### config.mk
export PLATFORM = sky130hd
export DESIGN_NAME = snake_core
export DESIGN_NICKNAME = d
export VERILOG_FILES = /design/src/rtl/snake_pkg.sv /design/src/rtl/snake_tick_gen.sv /design/src/rtl/snake_core.sv
export SDC_FILE = /design/constraint.sdc
export NUM_CORES = 2
export LEC_CHECK = 0
export CORE_MARGIN = 5
export CORE_UTILIZATION = 50
export DETAILED_ROUTE_END_ITERATION = 10
export GPL_TIMING_DRIVEN = 1
export PLACE_DENSITY = 0.68
export SLEW_MARGIN = 30
export SYNTH_ARGS = -nofsm -noshare
export SYNTH_HDL_FRONTEND = slang
export SYNTH_HIERARCHICAL = 1
export SYNTH_SLANG_ARGS = --single-unit
### constraint.sdc
create_clock -name clk -period 16.7 [get_ports clk]
set_clock_uncertainty 0.2 [all_clocks]
set_input_delay 1.67 -clock clk [delete_from_list [all_inputs] [get_ports clk]]
set_output_delay 1.67 -clock clk [all_outputs]
set_load 0.005 [all_outputs]
### src/rtl/snake_pkg.sv
// Shared types and codes for the snake engine: move/restart codes, game states,
// pixel classes and the reverse-direction helper.
package snake_pkg;

    typedef enum logic [1:0] {
        ST_IDLE = 2'd0,
        ST_PLAY = 2'd1,
        ST_DEAD = 2'd2,
        ST_WIN  = 2'd3
    } state_t;

    localparam logic [1:0] MV_RIGHT = 2'd0;
    localparam logic [1:0] MV_DOWN  = 2'd1;
    localparam logic [1:0] MV_LEFT  = 2'd2;
    localparam logic [1:0] MV_UP    = 2'd3;
    localparam logic [2:0] DIR_RESTART = 3'b100;

    localparam logic [2:0] PIX_BG    = 3'd0;
    localparam logic [2:0] PIX_WALL  = 3'd1;
    localparam logic [2:0] PIX_APPLE = 3'd2;
    localparam logic [2:0] PIX_HEAD  = 3'd3;
    localparam logic [2:0] PIX_BODY  = 3'd4;
    localparam logic [2:0] PIX_BLANK = 3'd7;

    // Move codes are laid out so that flipping bit 1 gives the reverse direction.
    function automatic logic [1:0] opposite(input logic [1:0] d);
        return d ^ 2'b10;
    endfunction

endpackage

### src/rtl/snake_tick_gen.sv
// Movement tick generator: counts enabled cycles and pulses tick for one cycle
// every TICK_DIV cycles; clr restarts the count from zero.
module snake_tick_gen #(
    parameter int TICK_DIV = 5000000
) (
    input  logic clk,
    input  logic rst,
    input  logic en,
    input  logic clr,
    output logic tick
);
    localparam int TW = (TICK_DIV > 1) ? $clog2(TICK_DIV) : 1;
    localparam logic [TW-1:0] TC = TW'(TICK_DIV - 1);

    logic [TW-1:0] cnt;

    assign tick = en && (cnt == TC);

    always_ff @(posedge clk or posedge rst) begin
        if (rst)
            cnt <= '0;
        else if (clr || tick)
            cnt <= '0;
        else if (en)
            cnt <= cnt + 1'b1;
    end

endmodule

### src/rtl/snake_core.sv
// Snake game engine: body/apple/score state, step FSM and a registered pixel classifier.
// Define SNAKE_WRAP_EN for a wall-less playfield where the head wraps at the grid edges.
module snake_core
    import snake_pkg::*;
#(
    parameter int GRID_W     = 40,
    parameter int GRID_H     = 30,
    parameter int CELL_PX    = 20,
    parameter int MAX_LEN    = 32,
    parameter int TICK_DIV   = 5000000,
    parameter int WIN_POINTS = 30,
    localparam int CW = $clog2((GRID_W > GRID_H) ? GRID_W : GRID_H),
    localparam int PW = $clog2(WIN_POINTS + 1)
) (
    input  logic          clk,
    input  logic          rst,
    input  logic          display_en,
    input  logic [10:0]   x_pos,
    input  logic [10:0]   y_pos,
    input  logic [2:0]    direction,
    input  logic [CW-1:0] rand_x,
    input  logic [CW-1:0] rand_y,
    output logic [2:0]    pix_class,
    output logic [1:0]    game_state,
    output logic [PW-1:0] points
);
    localparam int LW = $clog2(MAX_LEN + 1);
    localparam logic [CW-1:0] XMAX   = CW'(GRID_W - 1);
    localparam logic [CW-1:0] YMAX   = CW'(GRID_H - 1);
    localparam logic [CW-1:0] HOME_X = CW'(GRID_W / 2);
    localparam logic [CW-1:0] HOME_Y = CW'(GRID_H / 2);
    localparam logic [CW-1:0] APPLE0 = CW'(2);
    localparam logic [CW-1:0] PARK   = '1;

    state_t        state, state_nx;
    logic [1:0]    cur_dir;
    logic [CW-1:0] seg_x [MAX_LEN];
    logic [CW-1:0] seg_y [MAX_LEN];
    logic [CW-1:0] head_x, head_y, nh_x, nh_y, apple_x, apple_y;
    logic [LW-1:0] len;
    logic          apple_pend, tick, is_move, restart, dir_ok;
    logic          wall_hit, body_hit, eat, apple_ok, advance;
    logic [10:0]   cell_x, cell_y;
    logic          px_head, px_body, px_apple, px_wall;
    logic [2:0]    pix_nx;

    assign head_x     = seg_x[0];
    assign head_y     = seg_y[0];
    assign game_state = state;
    assign is_move    = ~direction[2];
    assign restart    = (direction == DIR_RESTART);
    assign dir_ok     = is_move && !(len > LW'(1) && direction[1:0] == opposite(cur_dir));

    snake_tick_gen #(.TICK_DIV(TICK_DIV)) u_tick (
        .clk  (clk),
        .rst  (rst),
        .en   (state == ST_PLAY),
        .clr  (restart || (state == ST_IDLE && is_move)),
        .tick (tick)
    );

    always_comb begin
        nh_x = head_x;
        nh_y = head_y;
        case (cur_dir)
`ifdef SNAKE_WRAP_EN
            MV_RIGHT: nh_x = (head_x == XMAX) ? '0 : head_x + 1'b1;
            MV_LEFT:  nh_x = (head_x == '0) ? XMAX : head_x - 1'b1;
            MV_DOWN:  nh_y = (head_y == YMAX) ? '0 : head_y + 1'b1;
            MV_UP:    nh_y = (head_y == '0) ? YMAX : head_y - 1'b1;
`else
            MV_RIGHT: nh_x = head_x + 1'b1;
            MV_LEFT:  nh_x = head_x - 1'b1;
            MV_DOWN:  nh_y = head_y + 1'b1;
            MV_UP:    nh_y = head_y - 1'b1;
`endif
        endcase
`ifdef SNAKE_WRAP_EN
        wall_hit = 1'b0;
        apple_ok = rand_x <= XMAX && rand_y <= YMAX;
`else
        wall_hit = nh_x == '0 || nh_x == XMAX || nh_y == '0 || nh_y == YMAX;
        apple_ok = rand_x != '0 && rand_x < XMAX && rand_y != '0 && rand_y < YMAX;
`endif
        apple_ok = apple_ok && !(rand_x == head_x && rand_y == head_y);
        eat = !apple_pend && nh_x == apple_x && nh_y == apple_y;
        // The tail vacates on a plain move, so it only kills when the snake grows.
        body_hit = 1'b0;
        for (int k = 1; k < MAX_LEN; k++)
            if ((k + 1 < int'(len) || (eat && k + 1 == int'(len))) &&
                seg_x[k] == nh_x && seg_y[k] == nh_y)
                body_hit = 1'b1;
        advance = state == ST_PLAY && tick && !restart && !wall_hit && !body_hit;

        state_nx = state;
        if (restart)
            state_nx = ST_IDLE;
        else begin
            case (state)
                ST_IDLE: if (is_move) state_nx = ST_PLAY;
                ST_PLAY: begin
                    if (tick) begin
                        if (wall_hit || body_hit)
                            state_nx = ST_DEAD;
                        else if (eat && points == PW'(WIN_POINTS - 1))
                            state_nx = ST_WIN;
                    end
                end
                default: state_nx = state;
            endcase
        end
    end

    always_ff @(posedge clk or posedge rst) begin
        if (rst)
            state <= ST_IDLE;
        else
            state <= state_nx;
    end

    always_ff @(posedge clk or posedge rst) begin
        if (rst) begin
            cur_dir    <= MV_RIGHT;
            len        <= LW'(1);
            points     <= '0;
            apple_x    <= APPLE0;
            apple_y    <= APPLE0;
            apple_pend <= 1'b0;
            for (int k = 0; k < MAX_LEN; k++) begin
                seg_x[k] <= (k == 0) ? HOME_X : PARK;
                seg_y[k] <= (k == 0) ? HOME_Y : PARK;
            end
        end else if (restart) begin
            cur_dir    <= MV_RIGHT;
            len        <= LW'(1);
            points     <= '0;
            apple_x    <= APPLE0;
            apple_y    <= APPLE0;
            apple_pend <= 1'b0;
            for (int k = 0; k < MAX_LEN; k++) begin
                seg_x[k] <= (k == 0) ? HOME_X : PARK;
                seg_y[k] <= (k == 0) ? HOME_Y : PARK;
            end
        end else begin
            if (dir_ok)
                cur_dir <= direction[1:0];
            if (advance) begin
                seg_x[0] <= nh_x;
                seg_y[0] <= nh_y;
                // Copying one slot past the tail gives a freshly grown tail its position.
                for (int k = 1; k < MAX_LEN; k++)
                    if (k <= int'(len)) begin
                        seg_x[k] <= seg_x[k-1];
                        seg_y[k] <= seg_y[k-1];
                    end
                if (eat) begin
                    if (len != LW'(MAX_LEN))
                        len <= len + 1'b1;
                    points     <= points + 1'b1;
                    apple_pend <= 1'b1;
                end
            end
            if (apple_pend && apple_ok) begin
                apple_x    <= rand_x;
                apple_y    <= rand_y;
                apple_pend <= 1'b0;
            end
        end
    end

    assign cell_x = x_pos / 11'(CELL_PX);
    assign cell_y = y_pos / 11'(CELL_PX);

    always_comb begin
        px_head = cell_x == 11'(head_x) && cell_y == 11'(head_y);
        px_body = 1'b0;
        for (int k = 1; k < MAX_LEN; k++)
            if (k < int'(len) && cell_x == 11'(seg_x[k]) && cell_y == 11'(seg_y[k]))
                px_body = 1'b1;
        px_apple = !apple_pend && cell_x == 11'(apple_x) && cell_y == 11'(apple_y);
`ifdef SNAKE_WRAP_EN
        px_wall = 1'b0;
`else
        px_wall = cell_x < 11'(GRID_W) && cell_y < 11'(GRID_H) &&
                  (cell_x == '0 || cell_x == 11'(GRID_W - 1) ||
                   cell_y == '0 || cell_y == 11'(GRID_H - 1));
`endif
        if (!display_en)   pix_nx = PIX_BLANK;
        else if (px_head)  pix_nx = PIX_HEAD;
        else if (px_body)  pix_nx = PIX_BODY;
        else if (px_apple) pix_nx = PIX_APPLE;
        else if (px_wall)  pix_nx = PIX_WALL;
        else               pix_nx = PIX_BG;
    end

    always_ff @(posedge clk or posedge rst) begin
        if (rst)
            pix_class <= PIX_BLANK;
        else
            pix_class <= pix_nx;
    end

endmodule

Word-level counts from Yosys, hierarchy flattened. Index checks and enable logic that the tools add are counted.

Magnitude comparators: 68. Divide/modulo/power cells: 2. Bitwise logic cells: 2. Mux-type cells: 160. Reduce and logical (&&, ||, !) cells: 306. Add/subtract/negate cells: 7. Eq/ne operators: 179.

Operators with widths (number): 192-bit two-way mux (4); 11-bit by 6-bit == test with 1-bit output (66); 6-bit two-way mux (70); 6-bit == test (66); 1-bit logical AND (177); 6-bit == test, first input constant (17); 5-bit by 6-bit <= comparator with 1-bit output, first input constant (16); 5-bit by 6-bit < comparator with 1-bit output, first input constant (16); 2-bit nonzero test (37); 1-bit two-way mux (67); 2-bit AND reduction (33); 5-bit by 6-bit == test with 1-bit output, first input constant (8); 4-bit by 6-bit <= comparator with 1-bit output, first input constant (8); 4-bit by 6-bit < comparator with 1-bit output, first input constant (8); 23-bit two-way mux (2); 1-bit logical OR (40); 4-bit by 6-bit == test with 1-bit output, first input constant (4); 3-bit by 6-bit <= comparator with 1-bit output, first input constant (4); 3-bit by 6-bit < comparator with 1-bit output, first input constant (4); 6-bit case mux with 2 select lines (2); 23-bit by 1-bit adder with 23-bit output, second input constant (1); 23-bit == test, second input constant (1); 11-bit by 5-bit divider with 11-bit output, second input constant (2); 11-bit logical NOT (2); 38 further kinds (69).

Input port bits: 40. Word-level logic and storage cells: 797. Flip-flop bits (word level): 438.

Logic depth before layout (Yosys ltp).
Depth after elaboration: 45. Depth in mapped cells: 26. Mapped depth without buffers: 16.

Cells and area by module. The synthesis kept the hierarchy.

By module, submodules not included: snake_core (instances 1, cells each 3694, sequential area each 10865.4 µm², area an instance 32596.3 µm²); snake_tick_gen (instances 1, cells each 130, sequential area each 575.6 µm², area an instance 1246.2 µm²).

Worst setup path before layout. Ideal clock, no wire load.

Kind: reg2reg. From: reg cur_dir[0]. To: reg seg_x[107] (netlist bit). Path buffers: 10. Period minus slack after synthesis: 6335 ps. Library setup time: 82 ps. Arrival time: 6053 ps. Setup slack: 10365 ps. Cell stages (with the launch flop): 27. Path through: dfrtp_1 -> buf_2 -> clkbuf_1 -> buf_2 -> clkbuf_1 -> clkbuf_1 -> and2_1 -> ha_1 -> a21o_1 -> a21oi_1 -> nor4b_2 -> o41ai_4 -> clkbuf_1 -> xnor2_1 -> nor2_1 -> nand3_1 -> clkbuf_1 -> o21ai_0 -> a32oi_1 -> o2111ai_1 -> a211oi_4 -> nand3_4 -> buf_4 -> buf_6 -> buf_2 -> o21a_1 -> a211o_1.

Cells in the longest elaborated chain, start to end: 44. Elaborated cells on any way between the ends: 240.

RTL lines: start: declaration (line snake_core.sv:36) `logic [1:0] cur_dir;`; start signal: assignment (line snake_core.sv:146) `cur_dir <= direction[1:0];`; 2-bit == test or 2-bit logical NOT (tied branches) (line snake_core.sv:65) `case (cur_dir)`; 6-bit case mux with 2 select lines (line snake_core.sv:65); 6-bit == test (line snake_core.sv:86) `eat = !apple_pend && nh_x == apple_x && nh_y == apple_y;`; 1-bit logical AND (2 in a row) (line snake_core.sv:86); 1-bit logical AND (line snake_core.sv:90) `if ((k + 1 < int'(len) || (eat && k + 1 == int'(len))) &&`; 1-bit logical OR (line snake_core.sv:90); 1-bit logical AND (line snake_core.sv:90); 1-bit logical AND (line snake_core.sv:91) `seg_x[k] == nh_x && seg_y[k] == nh_y)`; 1-bit two-way mux (31 in a row) (line snake_core.sv:90); 1-bit logical NOT (line snake_core.sv:93) `advance = state == ST_PLAY && tick && !restart && !wall_hit && !body_hit;`; 1-bit logical AND (*) (line snake_core.sv:93); 2-bit nonzero test (no source line) (*); 2-bit AND reduction (no source line) (*); end signal: indexed assignment (line snake_core.sv:130) `seg_x[k] <= (k == 0) ? HOME_X : PARK;`; end signal: indexed assignment (line snake_core.sv:141) `seg_x[k] <= (k == 0) ? HOME_X : PARK;`; end signal: indexed assignment (line snake_core.sv:153) `seg_x[k] <= seg_x[k-1];`; end: declaration (line snake_core.sv:37) `logic [CW-1:0] seg_x [MAX_LEN];`.

Mark *: on every way between the ends. The rest lies on a longest branch, timed or not. A chain may end at the register's enable or synchronous reset.

Worst setup path after layout.
From: reg cur_dir[0]. To: reg seg_y[121] (netlist bit).

Cells in the longest elaborated chain, start to end: 44. Elaborated cells on any way between the ends: 240.

RTL lines: 2-bit == test or 2-bit logical NOT (tied branches) (line snake_core.sv:65); 6-bit case mux with 2 select lines (line snake_core.sv:65); 6-bit == test (line snake_core.sv:86); 1-bit logical AND (2 in a row) (line snake_core.sv:86); 1-bit logical AND (line snake_core.sv:90); 1-bit logical OR (line snake_core.sv:90); 1-bit logical AND (line snake_core.sv:90); 1-bit logical AND (line snake_core.sv:91); 1-bit two-way mux (31 in a row) (line snake_core.sv:90); 1-bit logical NOT (line snake_core.sv:93); 1-bit logical AND (*) (line snake_core.sv:93); 2-bit nonzero test (no source line) (*); 2-bit AND reduction (no source line) (*); end signal: indexed assignment (line snake_core.sv:131) `seg_y[k] <= (k == 0) ? HOME_Y : PARK;`; end signal: indexed assignment (line snake_core.sv:142) `seg_y[k] <= (k == 0) ? HOME_Y : PARK;`; end signal: indexed assignment (line snake_core.sv:154) `seg_y[k] <= seg_y[k-1];`; end: declaration (line snake_core.sv:38) `logic [CW-1:0] seg_y [MAX_LEN];`.

Marks and branches as above.

==> reports/metrics.yaml <==
status: "finished clean"
clkLatencyLatePin_ns: 0.63
synth_area_um2: 33800
placement.cell_area_um2: 34800
n_antenna_cell: 0
synth_flop_cell: "sky130_fd_sc_hd__dfstp_2"
dominant_cell_type_by_area_after_synthesis: "sky130_fd_sc_hd__dfstp_2"
synthDominantCellAreaShare_pct: 29.8
netSwitchingPower_uw: 963
clkSlewWorstSetupHoldPaths_ns: 0.06
switching_power_share_of_the_total_pct: 32.6
cp_cell_sequence: "buf_4 -> and2_1 -> ha_1 -> a21o_1 -> a21oi_1 -> nor4b_2 -> o41ai_4 -> buf_4 -> xnor2_4 -> buf_4 -> xnor2_1 -> nand2_1 -> nor3_1 -> a2111oi_0 -> nand3_1 -> nor2_1 -> nand3_4 -> buf_12 -> nor2_1 -> o221ai_1"
antenna_violations_before_repair: 1
average_cell_area_after_synthesis_um2: 8.85
critical_path_peak_fanout: 167
ys_types: 105
route.detailed.vias_per_inst: 6.71
area_growth_syn_to_layout_pct: 7.99
max_clock_freq_mhz: 111
fp.coreArea_um2: 67200
cts_inserted_buffers: 51
vias_in_the_first_global_route: 28900
final.period_utilization_pct: 54.0
route.vias.total: 30600
crit_arrival_ns: 9.29
ios: 50
cts.repair.resized: 0
slew_viol_final: 0
drt_wl_total_um: 121000
number_of_hold_repair_buffers_added_at_the_cts_stage: 0
cap_viol_max_count: 0
combPwrFrac_pct: 23.8
routedWlPerCell_um: 26.5
placement.io_buffers: 45
worstSetupEndpointType: "flop"
postSynth.asyncResetShare_pct: 100
die_w_um: 270
die_height_um: 270
yosys_warnings: 6
post-route-util_pct: 54.4
first_pass_iters: 6
criticalPathCategory: "flop to flop"
final_hold_violation_count: 0
worst_path_dominant_cell_family: "simple AND/OR/NAND/NOR gates"
setup_tns_ns: 0
sequential_element_share_of_the_synthesized_area_pct: 33.8
fin_hold_ws_ns: 0.306
ant_nets: 0
global_route.overflow_total: 0
nNetsFinal: 3712
place.detailed.hpwl_um: 78500
track_usage_pct: 31.8
dieArea_um2: 73000
cts.root.buffer_cell: "sky130_fd_sc_hd__clkbuf_16"
cts_max_path_buffers: 3
gp_congestion: 1.03
postSynthRegisterBits: 438
synth_top_cells_by_count: "sky130_fd_sc_hd__xnor2_1 (550), sky130_fd_sc_hd__dfstp_2 (384), sky130_fd_sc_hd__o21ai_0 (279)"
p_per_area_nw_per_um2: 80.9
max_stage_delay_ns: 0.82
leading_cell_type_by_number_of_instances_after_synthesis: "sky130_fd_sc_hd__xnor2_1"
sum_of_internal_switching_and_leakage_power_mw: 2.96
detail_route.drc_violations: 0
setup_viol_count_final: 0
p_leak_nw: 12.9
critical_path.most_common_cell: "sky130_fd_sc_hd__buf_4"
hp-class: "flop to flop"
worst_pin_slew_ns: 1.01
timing.max_slew.rel_slack_pct: 32.0
grt_pass1_wl_um: 183000
largest_net_degree_at_the_start_of_global_routing: 168
cts_max_level: 2
required_ns: 16.97
drt_first_iter_violations: 3581
syn_inst: 3824
std_cell_rows: 95
finalWorstPathRequiredPeriod_ns: 9.02
crit_path_start_kind: "flop"
critPathBufInv: 4
clock_tree_from_tritoncts: "built"
syn-num-nets: 3881
initial_core_util_pct: 50.4
crit_path_top_delay_cell: "sky130_fd_sc_hd__nor2_1"
setup_repair_after_global_routing_missed_its_margin: "no"
synthTopCellsByArea: "sky130_fd_sc_hd__dfstp_2 (30%), sky130_fd_sc_hd__xnor2_1 (14%), sky130_fd_sc_hd__xor2_1 (7.2%)"
pwr-share-seq_pct: 36.7
drive_above_1_share_pct: 17.5
irDropWorstVdd_mv: 0.0699
cts.repair_timing.setup_buffer_count: 0
final_cell_area_um2: 36500
synth_enable_flop_cells: 0
internal_power_mw: 1.99
share_clk_of_total_power_pct: 39.4
tritoncts_num_sinks: 438
## power by group through the flow
stage | registers (mW) | logic, mW | clock network [mW]
2_1_floorplan | 1.09 | 0.465 | 0
3_5_place_dp | 1.10 | 0.682 | 0
3_3_place_gp | 1.10 | 0.674 | 0
5_1_grt | 1.09 | 0.735 | 1.22
6_report | 1.09 | 0.705 | 1.16
4_1_cts | 1.09 | 0.684 | 1.18
## layer usage
metal	GRT usage [%]	vias to the layer above	part of all wire (%)
met1	42.7	15200	40
met4	16.3	2	5.9
met5	0	-	0.011
met2	47.6	1582	43
li1	-	13500	-
met3	8.07	377	10
## path summary, 6_finish.rpt
kind                              end  slack [ns]       start  depth (start not counted)
setup / recovery           seg_y[121]        7.68  cur_dir[0]                         20
hold / removal              seg_y[62]        0.31   seg_y[62]                          2
setup reg to reg           seg_y[121]        7.68  cur_dir[0]                         20
hold reg to reg             seg_y[62]        0.31   seg_y[62]                          2
max in group asynchronous   seg_x[56]       12.90         rst                          5
min in group asynchronous  cur_dir[1]        1.31         rst                          2
## layout make-up
| type | instances | area (µm²) |
|---|---|---|
| tap | 873 | 1090 |
| multi-input combinational | 2893 | 20600 |
| clock buffer | 74 | 1540 |
| sequential | 438 | 11400 |
| inverter | 141 | 537 |
| fill | 6105 | 30600 |
| timing repair buffer | 130 | 1160 |
| clock inverter | 18 | 183 |
## state kept, by name (all words and copies together) (netlist names)
signal	cells
apple_y	6
head_y	6
seg_y	186
apple_pend	1
game_state	2
head_x	6
len	6
points	5
apple_x	6
cur_dir	2
seg_x	186
pix_class	3
u_tick/cnt	23
## worst reg2reg max path: stages (launching register included)
cell	delay (ns)
sky130_fd_sc_hd__dfrtp_4	0.80
sky130_fd_sc_hd__buf_4	0.62
sky130_fd_sc_hd__and2_1	0.38
sky130_fd_sc_hd__ha_1	0.28
sky130_fd_sc_hd__a21o_1	0.18
sky130_fd_sc_hd__a21oi_1	0.29
sky130_fd_sc_hd__nor4b_2	0.11
sky130_fd_sc_hd__o41ai_4	0.34
sky130_fd_sc_hd__buf_4	0.41
sky130_fd_sc_hd__xnor2_4	0.16
sky130_fd_sc_hd__buf_4	0.62
sky130_fd_sc_hd__xnor2_1	0.18
sky130_fd_sc_hd__nand2_1	0.22
sky130_fd_sc_hd__nor3_1	0.12
sky130_fd_sc_hd__a2111oi_0	0.62
sky130_fd_sc_hd__nand3_1	0.18
sky130_fd_sc_hd__nor2_1	0.71
sky130_fd_sc_hd__nand3_4	0.73
sky130_fd_sc_hd__buf_12	0.47
sky130_fd_sc_hd__nor2_1	1.00
sky130_fd_sc_hd__o221ai_1	0.22
## cell usage in the layout (no fill, tap or decap), drive strengths merged, types with 26 or more instances in the layout
cell type	n
or4	28
clkdlybuf4s50	45
xor2	278
o311ai	63
o21ai	284
dfrtp	54
a21oi	96
nor4	94
o31ai	26
nand2b	33
o21a	59
a21o	37
a211o	107
or3	36
nor2	125
dfstp	384
mux2i	31
inv	142
o211ai	46
xnor2	551
o221ai	35
nand2	175
a31oi	119
nand3	138
and3	50
nor2b	26
nand4	97
buf	85
clkbuf	74
nor3	109
## per-stage QoR
stage / cells / setup WS (ns)
finish: 4567 / 7.68
CTS: 4565 / 8.05
global route: 4567 / 7.55
floorplan: 3824 / 3.92
detailed placement: 4473 / 8.12
global placement: 4473 / 8.23
## logic make-up after synthesis
group	share of synthesized area (%)
AOI/OAI and AO/OA	21.7
and+or+nand+nor	15.3
xor gates and xnor gates	21.5
buffers and inverters	6.02
DFF	33.8
muxes	0.983
adders and majority gates	0.673
Note: power is estimated with default switching activity, not from simulation.
